## src/rtl/mem_access_controller.sv

```systemverilog
// CPU-side initiator for the word memory. It registers a single read or write
// request, strobes the memory enable once, waits for done with a timeout, and then reports the result.
module mem_access_controller #(
  parameter int unsigned DATA_WIDTH = 32,
  parameter int unsigned ADDR_WIDTH = 9,
  parameter int unsigned TIMEOUT    = 8
) (
  input  logic                  clock,
  input  logic                  clear,
  input  logic                  req_read,
  input  logic                  req_write,
  input  logic [ADDR_WIDTH-1:0] req_addr,
  input  logic [DATA_WIDTH-1:0] req_wdata,
  output logic                  busy,
  output logic                  rd_valid,
  output logic [DATA_WIDTH-1:0] rd_data,
  output logic                  wr_ack,
  output logic                  err,
  output logic                  mem_read,
  output logic                  mem_write,
  output logic                  mem_enable,
  output logic [ADDR_WIDTH-1:0] mem_address,
  output logic [DATA_WIDTH-1:0] mem_data_in,
  input  logic [DATA_WIDTH-1:0] mem_data_out,
  input  logic                  mem_done
);

  localparam int unsigned CNT_W = 8;

  typedef enum logic [2:0] {
    S_IDLE,
    S_SETUP,
    S_STROBE,
    S_WAIT,
    S_COMPLETE
  } state_t;

  state_t                state_q;
  logic                  is_read_q;
  logic [CNT_W-1:0]      cnt_q;
  logic [CNT_W-1:0]      cnt_d;
  logic                  busy_q;
  logic                  rd_valid_q;
  logic                  wr_ack_q;
  logic                  err_q;
  logic                  mem_read_q;
  logic                  mem_write_q;
  logic                  mem_enable_q;
  logic [ADDR_WIDTH-1:0] addr_q;
  logic [DATA_WIDTH-1:0] wdata_q;
  logic [DATA_WIDTH-1:0] rd_data_q;

  assign cnt_d = cnt_q + CNT_W'(1);

  // Access sequencer; every output is a register updated on the transition into its state.
  always_ff @(posedge clock) begin
    if (!clear) begin
      state_q      <= S_IDLE;
      is_read_q    <= 1'b0;
      cnt_q        <= '0;
      busy_q       <= 1'b0;
      rd_valid_q   <= 1'b0;
      wr_ack_q     <= 1'b0;
      err_q        <= 1'b0;
      mem_read_q   <= 1'b0;
      mem_write_q  <= 1'b0;
      mem_enable_q <= 1'b0;
      addr_q       <= '0;
      wdata_q      <= '0;
      rd_data_q    <= '0;
    end else begin
      rd_valid_q <= 1'b0;
      wr_ack_q   <= 1'b0;
      err_q      <= 1'b0;
      case (state_q)
        S_IDLE: begin
          // Read has priority; a simultaneous write is dropped.
          if (req_read || req_write) begin
            is_read_q   <= req_read;
            mem_read_q  <= req_read;
            mem_write_q <= !req_read;
            addr_q      <= req_addr;
            wdata_q     <= req_wdata;
            busy_q      <= 1'b1;
            state_q     <= S_SETUP;
          end
        end
        S_SETUP: begin
          mem_enable_q <= 1'b1;
          state_q      <= S_STROBE;
        end
        S_STROBE: begin
          mem_enable_q <= 1'b0;
          cnt_q        <= '0;
          state_q      <= S_WAIT;
        end
        S_WAIT: begin
          if (mem_done) begin
            if (is_read_q) begin
              rd_data_q <= mem_data_out;
            end
            rd_valid_q  <= is_read_q;
            wr_ack_q    <= !is_read_q;
            mem_read_q  <= 1'b0;
            mem_write_q <= 1'b0;
            state_q     <= S_COMPLETE;
          end else begin
            cnt_q <= cnt_d;
            if (cnt_d == CNT_W'(TIMEOUT)) begin
              rd_valid_q  <= is_read_q;
              wr_ack_q    <= !is_read_q;
              err_q       <= 1'b1;
              mem_read_q  <= 1'b0;
              mem_write_q <= 1'b0;
              state_q     <= S_COMPLETE;
            end
          end
        end
        S_COMPLETE: begin
          busy_q  <= 1'b0;
          state_q <= S_IDLE;
        end
        default: begin
          busy_q       <= 1'b0;
          mem_read_q   <= 1'b0;
          mem_write_q  <= 1'b0;
          mem_enable_q <= 1'b0;
          state_q      <= S_IDLE;
        end
      endcase
    end
  end

  assign busy        = busy_q;
  assign rd_valid    = rd_valid_q;
  assign rd_data     = rd_data_q;
  assign wr_ack      = wr_ack_q;
  assign err         = err_q;
  assign mem_read    = mem_read_q;
  assign mem_write   = mem_write_q;
  assign mem_enable  = mem_enable_q;
  assign mem_address = addr_q;
  assign mem_data_in = wdata_q;

endmodule

```

## config.mk

```make
export PLATFORM = sky130hd
export DESIGN_NAME = mem_access_controller
export DESIGN_NICKNAME = d
export VERILOG_FILES = /design/src/rtl/mem_access_controller.sv
export SDC_FILE = /design/constraint.sdc
export NUM_CORES = 1
export LEC_CHECK = 0
export BUFFER_PORTS_ARGS = -buffer_cell sky130_fd_sc_hd__buf_2
export CAP_MARGIN = 40
export CORE_ASPECT_RATIO = 0.8
export CORE_UTILIZATION = 40
export CTS_CLUSTER_SIZE = 25
export DETAILED_ROUTE_END_ITERATION = 10
export GPL_ROUTABILITY_DRIVEN = 0
export GPL_TIMING_DRIVEN = 0
export PLACE_DENSITY = 0.77
export SLEW_MARGIN = 20
export SYNTH_ARGS = -nofsm -noshare
export SYNTH_HDL_FRONTEND = slang
export SYNTH_SLANG_ARGS = --single-unit
export TNS_END_PERCENT = 1
```

## constraint.sdc

```tcl
create_clock -name clock -period 4.63 [get_ports clock]
set_input_delay 0.463 -clock clock [delete_from_list [all_inputs] [get_ports clock]]
set_output_delay 0.463 -clock clock [all_outputs]
set_load 0.02 [all_outputs]
```

=== Yosys cells after proc, flatten, opt, wreduce, memory -nomap -nowiden ===
Cells that the tools add are included.

* Register bits: 92
* Input port bits: 78
* Output and inout bits: 80

* $add $sub $neg: 1
* Equality and inequality tests: 8
* Multiplexer cells: 20
* Bitwise gates (word level): 4
* Reductions and logical operators: 16

{| class="wikitable"
|+ Operator list
! cell !! count
|-
| $pmux 8 s2 || 1
|-
| $pmux 3 s4 || 1
|-
| $reduce_or 3->1 || 4
|-
| $mux 1 || 10
|-
| $reduce_and 2->1 || 5
|-
| $mux 3 || 3
|-
| $add 8x1->8 const B || 1
|-
| $eq 8x4->1 const B || 1
|-
| $mux 8 || 1
|-
| $eq 3x2->1 const B || 2
|-
| $pmux 1 s3 || 2
|-
| $reduce_and 3->1 || 2
|-
| $ne 2x2->1 const B || 2
|-
| $not 1->1 || 4
|-
| $pmux 1 s2 || 2
|-
| $eq 3x1->1 const B || 1
|-
| $eq 3x3->1 const B || 1
|-
| $logic_not 3->1 || 1
|-
| $ne 3x3->1 const B || 1
|-
| $logic_not 1->1 || 2
|-
| $reduce_bool 2->1 || 1
|-
| $logic_or 1x1->1 || 1
|}

=== Longest topological paths before layout ===
Gate-level depths: netlist (run 1).

* Depth in word-level cells: 5
* Mapped depth: 7
* Mapped depth without buffers: 5

=== Worst setup path before layout (run 1) ===
Ideal clock, no wire load.

* Path type: input port to flip-flop
* Start: input port mem_done
* End: register cnt_q[4]
* Library setup time: 70 ps
* Arrival time: 1572 ps
* Data required time: 4560 ps
* Path slack: 2988 ps
* Stages on the path: 5
* Path buffers: 2
* Cells stage by stage: clkbuf_1 > or3_1 > buf_2 > or3_1 > a21boi_1

* Word-level cells in the longest chain between the ends: 2

{| class="wikitable"
|+ Ends and longest elaborated chain
! what !! RTL line !! text
|-
| start: declaration || 25 || <nowiki>input logic mem_done</nowiki>
|-
| $ne 2x2->1 (no source line) || n/a ||
|-
| $reduce_and 2->1 (no source line) || n/a ||
|-
| end signal: assignment || 108 || <nowiki>cnt_q <= cnt_d;</nowiki>
|-
| end: declaration || 40 || <nowiki>logic [CNT_W-1:0] cnt_q;</nowiki>
|}

Every way passes these cells.
A chain may end at the register's enable or synchronous reset.

=== Worst setup path after layout (run 1) ===
* Start: register state_q[1]
* End: register mem_write_q (netlist: mem_write)

* Word-level cells in the longest chain between the ends: 4
* Elaborated cells between the ends (all ways): 11
* Those cells by class: 6 x eq/ne; 1 x mux; 1 x bitwise; 3 x reduce/logical

{| class="wikitable"
|+ Ends and longest elaborated chain
! what !! RTL line !! text
|-
| start: declaration || 38 || <nowiki>state_t state_q;</nowiki>
|-
| start signal: assignment || 58 || <nowiki>state_q <= S_IDLE;</nowiki>
|-
| start signal: assignment || 85 || <nowiki>state_q <= S_SETUP;</nowiki>
|-
| start signal: assignment || 90 || <nowiki>state_q <= S_STROBE;</nowiki>
|-
| $eq 3x2->1, or another cell as far along || 75 || <nowiki>case (state_q)</nowiki>
|-
| $reduce_or 3->1 (no source line) || n/a ||
|-
| $not 1->1 (no source line) || n/a ||
|-
| $reduce_and 3->1 (no source line) || n/a ||
|-
| end signal: assignment || 81 || <nowiki>mem_write_q <= !req_read;</nowiki>
|-
| end: declaration || 47 || <nowiki>logic mem_write_q;</nowiki>
|}

Several ways; a longest one is shown, not always the timed one.

==> results of run 1 <==
==> cells in the mapped netlist (all sizes together), types with 2 or more instances <==
master	n	area, um^2
nand2b	2	12.51
nor3	7	51.30
buf	11	57.56
a21o	2	15.01
nor2	5	18.77
nand3	3	15.01
a21boi	76	570.6
inv	3	11.26
a22oi	2	15.01
dfxtp	92	1842
nor3b	2	15.01
a21oi	7	35.03
or3	2	12.51
o21ai	10	50.05
nor2b	8	50.05
clkbuf	20	75.07
o211ai	2	15.01
xnor2	3	26.28
nand4	3	18.77
nand2	156	588.1
o21a	4	30.03
and2	3	20.02
==> tightest hold or removal path: stages <==
cell      delay [ps]
buf_2            100
nand2_1           50
a21boi_1          50
==> power by group through the flow <==
stage | Combinational (mW) | Sequential [mW] | Clock, mW
finish | 0.369 | 0.880 | 0.697
global route | 0.408 | 0.887 | 0.748
CTS | 0.372 | 0.880 | 0.709
detailed placement | 0.372 | 0.897 | 0
global placement | 0.363 | 0.894 | 0
floorplan | 0.170 | 0.961 | 0
==> per-layer routing <==
| metal | track usage, % | routed length [um] | vias to the layer above |
|---|---|---|---|
| met4 | 8.231 | 200 | 0 |
| met5 | 0 | 0 | - |
| met2 | 32.99 | 4438 | 111 |
| met3 | 6.399 | 567 | 18 |
| met1 | 21.97 | 4018 | 1582 |
| li1 | - | - | 1785 |
==> cell type report <==
cell class	count	area share, %
flip-flops and latches	92	37.73
multi-input cells	312	34.61
repair buffers	156	16.00
clock buffers	10	4.896
well taps	112	2.871
plain buffers	31	2.717
clock inverters	6	0.9485
inverters	3	0.2307
==> registers in the layout, summed over array words and instances, names as in the netlist <==
signal,count
wr_ack,1
state_q,3
cnt_q,8
rd_valid,1
busy,1
mem_address,9
err,1
mem_enable,1
mem_data_in,32
mem_read,1
rd_data,32
mem_write,1
is_read_q,1
==> final timing paths <==
path	from	endpoint	slack [ps]
worst max-delay path	state_q[1]$_SDFFE_PN0P_	mem_write$_SDFFE_PN0P_	2770
worst min-delay path	req_wdata[12]	mem_data_in[12]$_SDFFE_PN0P_	360
worst max register to register	state_q[1]$_SDFFE_PN0P_	mem_write$_SDFFE_PN0P_	2770
worst min register to register	rd_data[1]$_SDFFE_PN0P_	rd_data[1]$_SDFFE_PN0P_	450
==> through the flow <==
step	hold WS, ps	total power [mW]	cells
6_report	355.0	1.946	722
5_1_grt	349.3	2.042	722
3_5_place_dp	443.1	1.268	706
2_1_floorplan	464.6	1.131	438
3_3_place_gp	438.3	1.257	706
4_1_cts	351.0	1.961	722
==> cells in the final DEF, fill, tap and decap left out, drive strengths merged, types with 2 or more instances in the layout <==
master  synthesis  final
nand3           3      3
buf            11    167
dfxtp          92     92
nor2b           8      8
a21oi           7      7
a22oi           2      2
nor3b           2      2
a21o            2      2
inv             3      5
and2            3      3
a21boi         76     76
clkinv          0      3
nand4           3      3
xnor2           3      3
o211ai          2      2
nand2b          2      2
or3             2      2
o21ai          10     10
nand2         156    156
clkbuf         20     30
nor3            7      7
nor2            5      5
o21a            4      4
==> cells by family (layout without fill, tap and decap cells) <==
kind of cell / Yosys count / after routing
fa+ha+maj: 1 / 1
compound gates: 112 / 112
xor+xnor: 3 / 3
buf+inv: 34 / 206
flops: 92 / 92
simple gates: 196 / 196
==> flow_summary.yaml, run 1 <==
power:
  power.internal_mw: 1.368
  p_seq_share_pct: 45.2
  p_leak_nw: 2.179
  p_per_area_mw_per_mm2: 398.6
  power_frac_comb_pct: 19.0
  switching_share_pct: 29.68
  clock_power_share_pct: 35.8
  p_sw_mw: 0.5775
  peakVddDrop_v: 0.0002821
cts:
  clkTransAtPathRegs_ps: 70
  cts.sink_count: 92
  cts_tree: "built"
  h-tree-depth: 3
  hold_buffers: 0
  cts_root_buffer: "clkbuf_16"
  cts_buffers: 9
  cts_buffer_depth: 2
  insertion_delay_ps: 340
  cts_setup_buffers: 0
  cts_resized: 0
grt:
  grtUsageTotal_pct: 19.24
  grt_pass1_vias: 3171
  antenna_found_initial: 0
  grt_start_max_net_pins: 17
  grt_pass1_wl_mm: 14.20
  grt-ovfl-total: 0
critical_path:
  cp_slowest_cell: "nor3_1"
  cp_top_family: "simple AND/OR/NAND/NOR gates"
  worstPathCellList: "buf_4 > nand2_2 > nor3_1 > nand3_1 > o31ai_1"
  crit_fanout: 10
  critPathKind: "reg2reg"
  critPathMaxStageDelay_ps: 610
  setup.worst_path.end_class: "register"
  crit_required_ps: 4880
  cp.buffers_inverters: 1
  reg2reg_depth: 5
  cp_data_arrival_time_ps: 2110
  start_kind: "register"
  cp.depth: 5
hold_path:
  min_path_cells: 3
  hp-class: "in2reg"
timing:
  tightest_slew_ps: 772.5
  fin_crit_ps: 1858
  rsz0062_at_grt: "no"
  slew_headroom_pct: 48.10
  drv_slew: 0
  tns_ps: 0
  hold_viol: 0
  finClkSkew_ps: 5.486
  fmax_mhz: 538.1
  setup_ws_ps: 2772
  finalCritPeriodShare_pct: 40.14
  setup_viol: 0
floorplan:
  num_rows: 30
  pin_count: 158
  coreArea_mm2: 0.008708
  start_util_pct: 42.20
  fp.dieW_um: 109.2
  die_area_mm2: 0.009577
  die_h_um: 87.73
job:
  cap_viol_max_count: 0
synth:
  syn-num-nets: 517
  synthXorXnorAreaFrac_pct: 0.7150
  ys.flop_type: "dfxtp_1"
  synth_seq_cells: 92
  synthCells: 438
  synth_edf_count: 0
  yosys.cell_types.count: 44
  yosys_warnings: 0
  synth_compound_area_share_pct: 21.96
  synthAdderAreaFrac_pct: 0.3405
  synth_top_family_by_area: "simple AND/OR/NAND/NOR gates"
  seq_area_frac_synth_pct: 50.12
  synthSimpleGateAreaFrac_pct: 22.95
  synth_area_mm2: 0.003675
  async_flop_share_pct: 0
  synthMuxAreaShare_pct: 0
  avgSynthCellArea_um2: 8.390
layout:
  multi_input_area_mm2: 0.001689
  seqCellArea_mm2: 0.001842
  nNetsFinal: 684
  nFillCells: 811
  diodes: 0
  area_delta_synth_final_pct: 32.82
  drive_above_1_share_pct: 30.82
  fin_util_pct: 56.05
  post-route-cell-area_mm2: 0.004881
placed_design:
  io_buffer_count: 156
  dpl_worst_slack_ps: 2610
  placed_cell_area_mm2: 0.004596
  dpl.hpwl_mm: 6.972
routing:
  via_per_inst: 4.842
  drt_iter0_drc: 146
  wirelength_mm: 9.224
  ant_nets: 0
  wl_per_cell_um: 12.78
  drt_pass1_iterations: 4
  drc: 0
  vias: 3496
run_status:
  status: "completed"
Note: power is estimated with default switching activity, not from simulation.
==> inputs of run 2 (changes only) <==
Clock period 4.63 ns to 1.8 ns, I/O delays scaled along.
==> run 2 against run 1 <==
  * Cell count rose by 0.42%
  * Global-route usage did not move
  * Total power rose to 2.6 times the previous value
  * Fmax rose by 9.7%
  * Routed wire length rose by 0.50%
  * Clock skew barely moved
  * Clock power rose to 2.6 times the previous value
  * Via count rose by 0.23%
==> flow_summary.yaml, run 2 (synthesized netlist as in run 1, its figures left out) <==
cts:
  clkTransAtPathRegs_ps: 70
  cts_root_buffer: "clkbuf_16"
  cts_buffers: 9
  h-tree-depth: 3
  cts_tree: "built"
  cts_buffer_depth: 2
  insertion_delay_ps: 340
  cts.sink_count: 92
routing:
  vias: 3504
  drt_pass1_iterations: 4
  drc: 0
  wirelength_mm: 9.270
  wl_per_cell_um: 12.79
  via_per_inst: 4.833
  ant_nets: 0
  drt_iter0_drc: 147
run_status:
  status: "completed"
grt:
  grt_pass1_vias: 3171
  grt-ovfl-total: 0
  antenna_found_initial: 0
  grt_pass1_wl_mm: 14.20
  grt_start_max_net_pins: 17
  grtUsageTotal_pct: 19.24
critical_path:
  start_kind: "register"
  cp_data_arrival_time_ps: 1920
  crit_required_ps: 2020
  crit_fanout: 7
  setup.worst_path.end_class: "register"
  critPathKind: "reg2reg"
layout:
  nFillCells: 808
  diodes: 0
  final_common_cell: "buf_2"
  drive_above_1_share_pct: 31.81
  nNetsFinal: 687
  final_cell_mix: "165 x buf_2, 155 x nand2_1, 91 x dfxtp_1, 48 x a21boi_0, 28 x a21boi_1"
  instances_no_fill: 725
  area_delta_synth_final_pct: 33.95
timing:
  drv_slew: 0
  setup_viol: 0
  fin_hold_ws_ps: 71.59
  rsz0062_at_grt: "yes"
  fin_crit_ps: 1694
  slew_headroom_pct: 67.00
  tightest_slew_ps: 495.1
  hold_viol: 0
  fmax_mhz: 590.3
  finalCritPeriodShare_pct: 94.12
  finClkSkew_ps: 5.212
power:
  peakVddDrop_v: 0.0007255
  p_total_mw: 5.015
  p_per_area_mw_per_mm2: 1019
  p_leak_nw: 2.203
floorplan:
  die_h_um: 87.73
  coreArea_mm2: 0.008708
  pin_count: 158
  die_area_mm2: 0.009577
  fp.dieW_um: 109.2
  num_rows: 30
  start_util_pct: 42.20
job:
  cap_viol_max_count: 0
placed_design:
  io_buffer_count: 156
  dpl.hpwl_mm: 6.972
  place_inst: 706
hold_path:
  hp-class: "in2reg"
==> run 2: cell types whose count changed in the layout (fill, tap and decap cells not counted), sizes merged <==
cell / change
buf: +2
clkbuf: +1
==> run 2: final cells by class <==
cell class / count / area [um^2] / area share, %
well taps: 112 / 140.1 / 2.847
repair buffers: 159 / 803.3 / 16.32
clock inverters: 6 / 46.29 / 0.9405
flip-flops and latches: 92 / 1843 / 37.44
inverters: 3 / 11.26 / 0.2288
multi-input cells: 312 / 1703 / 34.60
plain buffers: 31 / 136.4 / 2.771
clock buffers: 10 / 239.0 / 4.855
==> run 2: path summary, 6_finish.rpt <==
kind / from / to / slack [ps] / depth (start not counted)
setup / recovery: cnt_q[5]$_SDFFE_PN0P_ / mem_write$_SDFFE_PN0P_ / 110 / 6
setup reg to reg: cnt_q[5]$_SDFFE_PN0P_ / mem_write$_SDFFE_PN0P_ / 110 / 6
hold reg to reg: rd_data[1]$_SDFFE_PN0P_ / rd_data[1]$_SDFFE_PN0P_ / 450 / 2
hold / removal: req_wdata[12] / mem_data_in[12]$_SDFFE_PN0P_ / 70 / 3
==> run 2: per-stage QoR <==
stage | cell area [um^2] | util (%) | setup TNS (ps) | setup WS, ps
6_report | 4922 | 56.52 | 0 | 105.8
4_1_cts | 4886 | 56.11 | 0 | 3.764
3_3_place_gp | 4596 | 52.77 | 0 | 50.01
5_1_grt | 4922 | 56.52 | -8.293 | -8.293
2_1_floorplan | 3675 | - | 0 | 312.9
3_5_place_dp | 4596 | 52.77 | -41.76 | -41.76
==> run 2: timing repair <==
item / in CTS / in global routing
hold buffers: 0 / 0
gates resized for setup: 1 / 6
pin swaps: 0 / 1
setup buffers: 0 / 3
endpoints found under the setup margin: 3 / 31
==> run 2: where the power goes <==
| group | switching (mW) | internal, mW | leakage, nW |
|---|---|---|---|
| logic | 0.605 | 0.352 | 1.31 |
| clock network | 0.807 | 0.985 | 0.141 |
| registers | 0.0793 | 2.19 | 0.750 |
==> run 2: worst max-delay path, cell delays in order (launching register included) <==
cell	delay (ps)
dfxtp_1	310
clkbuf_1	260
o21ai_1	120
a221o_1	390
nor3_4	270
buf_4	170
o31ai_1	50
==> run 2: routing by layer <==
metal	global-route usage (%)	up-vias	part of all wire, %
met5	0	-	0
met4	8.231	0	2.1
met3	6.399	15	6.3
met2	32.99	110	48
met1	21.97	1593	43
li1	-	1786	-
